==> config.mk <==
export PLATFORM = sky130hd
export DESIGN_NAME = mem_word_seq
export DESIGN_NICKNAME = d
export VERILOG_FILES = /design/src/rtl/mem_word_seq.sv
export SDC_FILE = /design/constraint.sdc
export NUM_CORES = 1
export LEC_CHECK = 0
export ABC_CLOCK_PERIOD_IN_PS = 3700
export BUFFER_PORTS_ARGS = -buffer_cell sky130_fd_sc_hd__buf_4
export CELL_PAD_IN_SITES_DETAIL_PLACEMENT = 1
export CELL_PAD_IN_SITES_GLOBAL_PLACEMENT = 1
export CORE_MARGIN = 2
export CORE_UTILIZATION = 44
export DETAILED_ROUTE_END_ITERATION = 6
export PLACE_DENSITY = 0.85
export SLEW_MARGIN = 20
export SYNTH_ARGS = -nofsm -noshare
export SYNTH_HDL_FRONTEND = slang
export SYNTH_SLANG_ARGS = --single-unit
==> constraint.sdc <==
create_clock -name clk -period 3.7 [get_ports clk]
set_input_delay 0.74 -clock clk [delete_from_list [all_inputs] [get_ports clk]]
set_output_delay 0.74 -clock clk [all_outputs]
set_load 0.01 [all_outputs]
==> src/rtl/mem_word_seq.sv <==
// ============================================================================
// Module      : mem_word_seq
// Description : Splits one 32-bit word request into four little-endian byte
//               accesses on a byte-wide memory port and assembles read data.
// Revision    : 1.0 - initial release
// ============================================================================
`default_nettype none

module mem_word_seq #(
  parameter int WIDTH = 8
) (
  input  logic             clk,
  input  logic             reset_n,
  input  logic             req_valid,
  output logic             req_ready,
  input  logic             req_write,
  input  logic [WIDTH-1:0] req_adr,
  input  logic [31:0]      req_wdata,
  output logic             rsp_valid,
  output logic [31:0]      rsp_rdata,
  output logic [WIDTH-1:0] mem_adr,
  output logic [7:0]       mem_writedata,
  output logic             mem_memwrite,
  input  logic [7:0]       mem_memdata
);

  localparam logic [1:0] S_IDLE = 2'd0;
  localparam logic [1:0] S_XFER = 2'd1;
  localparam logic [1:0] S_DONE = 2'd2;

  localparam logic [WIDTH-1:0] ALIGN_MASK = {{(WIDTH-2){1'b1}}, 2'b00};

  logic [1:0]       state_q, state_d;
  logic [1:0]       cnt_q, cnt_d;
  logic [WIDTH-1:0] base_q, base_d;
  logic [31:0]      wbuf_q, wbuf_d;
  logic [31:0]      rbuf_q, rbuf_d;
  logic             wr_q, wr_d;

  always_ff @(posedge clk or negedge reset_n) begin
    if (!reset_n) begin
      state_q <= S_IDLE;
      cnt_q   <= 2'd0;
      base_q  <= '0;
      wbuf_q  <= 32'd0;
      rbuf_q  <= 32'd0;
      wr_q    <= 1'b0;
    end else begin
      state_q <= state_d;
      cnt_q   <= cnt_d;
      base_q  <= base_d;
      wbuf_q  <= wbuf_d;
      rbuf_q  <= rbuf_d;
      wr_q    <= wr_d;
    end
  end

  always_comb begin
    state_d = state_q;
    case (state_q)
      S_IDLE:  if (req_valid) state_d = S_XFER;
      S_XFER:  if (cnt_q == 2'd3) state_d = S_DONE;
      S_DONE:  state_d = S_IDLE;
      default: state_d = S_IDLE;
    endcase
  end

  // Request capture and per-byte datapath; cnt wraps 3->0 on the last byte.
  always_comb begin
    cnt_d  = cnt_q;
    base_d = base_q;
    wbuf_d = wbuf_q;
    rbuf_d = rbuf_q;
    wr_d   = wr_q;
    if (state_q == S_IDLE && req_valid) begin
      base_d = req_adr & ALIGN_MASK;
      wbuf_d = req_wdata;
      wr_d   = req_write;
      cnt_d  = 2'd0;
    end else if (state_q == S_XFER) begin
      cnt_d = cnt_q + 2'd1;
      if (!wr_q) rbuf_d[{cnt_q, 3'b000} +: 8] = mem_memdata;
    end
  end

  always_comb begin
    req_ready     = (state_q == S_IDLE);
    rsp_valid     = (state_q == S_DONE);
    rsp_rdata     = rbuf_q;
    mem_adr       = base_q;
    mem_writedata = 8'd0;
    mem_memwrite  = 1'b0;
    if (state_q == S_XFER) begin
      mem_adr = base_q | {{(WIDTH-2){1'b0}}, cnt_q};
      if (wr_q) begin
        mem_memwrite  = 1'b1;
        mem_writedata = wbuf_q[{cnt_q, 3'b000} +: 8];
      end
    end
  end

endmodule

`default_nettype wire

==> results.md <==
* Status: finished, final reports clean
* Worst-path clk slew at 80 ps
* CTS tree: yes
* Mux contribution to synthesized area at 0.205
* Setup TNS at 0 ps
* Pre-Repair DR Iteration Count at 4
* Largest net degree at the start of global routing at 76
* Ys Warns at 0
* Most frequent cells in the layout: buf_4, dfrtp_1, a22o_1
* Placement Cell Area at 4050 um2
* Most common cell after layout, fill and taps aside: buf_4
* Routed len/inst at 18.9 um
* First-pass GRT wire length at 12800 um
* Routed via count at 2175
* Post-CTS Setup Inserts at 0
* Library cells used by synthesis at 25
* Die H at 90.0 um
* WP data required at 2960 ps
* WL final at 7750 um
* Cell taking the most area after synthesis: dfrtp_1
* P per Cell Area at 868 nW/um2
* CTS Buf Count at 9
* CP Class: reg -> out
* Flops & latches, synth at 75
* XOR/XNOR Fraction of Synth Area at 0
* # IOs at 103
* Layout Utilization at 0.587
* Die X-Extent at 90.0 um
* Avg Inst Size Synth at 15.7 um2
* Worst VDD drop at 0.362 mV
* Fill count at 719
* Clk_lat worst skew at 340 ps
* Adder-cell share of the synthesized area at 0.0192
* Largest family of logic cells by synthesized area: multiplexers
* Clk_skew at 12.2 ps
* Final worst-path cycle share at 0.795
* Pins Over Slew Limit at 0
* Vias in the first global route at 2387
* Post-synthesis cell count at 207
* Initial drt markers at 50
* Crit path launch type: flip-flop
* Routed vias/inst at 5.30
* Antenna viol nets, final at 0
* RD Place Congestion at 0.755
* FMAX at 340 MHz
* Worst Path Arrival at 2200 ps
* Core region area at 7210 um2
* Post-layout instance area at 4230 um2
* Gr ovfl total at 0
* Worst min-delay path class: reg -> reg
* Pleak at 2.05 nW
* Port-buffer cells at 100
* Post-synthesis simple-gate area fraction at 0.0792
* Max-cap violations at 0
* Final setup margin at 760 ps
* Die Area at 8100 um2
* Worst Max-Slew Pin Slew at 916 ps
* DP Wirelength at 5640 um
* Initial core utilization at 0.451
* Max H-tree Level at 3
* Final Hold Fails at 0
* Clock sink total at 75
* Total Routing Usage GR at 0.202
* Synthesized area at 3260 um2
* Post-synthesis compound-gate area fraction at 0.0926
* Max Buffers Root-to-Sink at 2
* Final min period at 2940 ps
* DRC at 0
* Clock root cell: clkbuf_8
* RSZ-0062 raised after global routing: false
* Worst setup EP type: primary output
* Slew HR at 0.390
* CP max FO at 16
* Post-CTS sizing at 0
* Initial antenna violation count at 0
* Setup violators final at 0
* Post-synth top area share at 0.576
* Dpl ws at 1000 ps
* Area Overhead vs Synth at 30.0%
* Row Count at 31
* Antenna diodes at 0
* Mapped Nets at 264
* Synth area leaders: dfrtp_1, mux2_2, a22o_1, mux2_4, mux4_2
* CTS Hold Bufs at 0
* Sequential share of the synthesized area at 0.576
* Layout cell share with drive strength beyond 1 at 0.534
* Total power at 3.67 mW
* Final #Nets at 363
[area by class of cell]
cell class | instances | area (um2) | share of cell area
Clock inverter | 6 | 41.3 | 0.00976
Inverter | 3 | 11.3 | 0.00266
Timing Repair Buffer | 100 | 751 | 0.177
Clock buffer | 10 | 138 | 0.0325
Sequential cell | 75 | 1880 | 0.444
Tap cell | 99 | 124 | 0.0293
Multi-Input combinational cell | 117 | 1290 | 0.305
[power breakdown]
group          switching [mW]  total [mW]  internal, mW
Clock                   0.301       0.561         0.260
Sequential              0.316        1.52          1.20
Combinational           0.647        1.59         0.944
[final timing paths]
check | slack (ps) | start | to | cells after the start
worst min-delay path | 510 | wbuf_q[4]$_DFFE_PN0N_ | wbuf_q[4]$_DFFE_PN0N_ | 1
min in group asynchronous | 530 | reset_n | rsp_rdata[9]$_DFFE_PN0P_ | 1
worst min register to register | 510 | wbuf_q[4]$_DFFE_PN0N_ | wbuf_q[4]$_DFFE_PN0N_ | 1
worst max register to register | 990 | cnt_q[0]$_DFFE_PN0P_ | rsp_rdata[1]$_DFFE_PN0P_ | 5
max in group asynchronous | 2590 | reset_n | wbuf_q[8]$_DFFE_PN0N_ | 1
worst max-delay path | 760 | cnt_q[0]$_DFFE_PN0P_ | mem_writedata[3] | 3
[per-layer routing]
layer,up-vias,part of all wire,GRT usage
met1,1100,0.41,0.244
met2,85,0.50,0.333
met3,11,0.076,0.0612
li1,979,-,-
met5,-,0,0
met4,0,0.018,0.0885
[sequential cells by signal (all words and copies together), names as in the netlist]
register / count
cnt_q: 2
state_q: 2
wbuf_q: 32
base_q: 6
wr_q: 1
rsp_rdata: 32
[worst max-delay path, cell delays in order, from the launching register on]
cell and delay, ps:
dfrtp_1 880, mux4_1 630, and3_1 200, buf_4 140
[through the flow]
stage | cells | hold slack [ps]
global placement | 394 | 481
CTS | 410 | 512
finish | 410 | 506
detailed placement | 394 | 493
floorplan | 207 | 444
global route | 410 | 527
[cell usage after synthesis, drive strengths merged]
cell type	n
dfrtp	75
mux2	39
a22o	33
buf	9
and3	8
mux4	8
ha	5
nand2	5
and2	4
nand4bb	4
clkbuf	3
inv	3
nor2	2
nor2b	2
nor4	2
nor4b	2
a21oi	1
nand2b	1
o21bai	1
[cells by family after synthesis]
logic type               after synthesis
adder cells (fa/ha/maj)                5
AND/OR/NAND/NOR                       30
AO/OA/AOI/OAI                         35
flip-flops                            75
buffers and inverters                 15
multiplexers                          47
No activity file was read; power rests on OpenSTA's default activity.
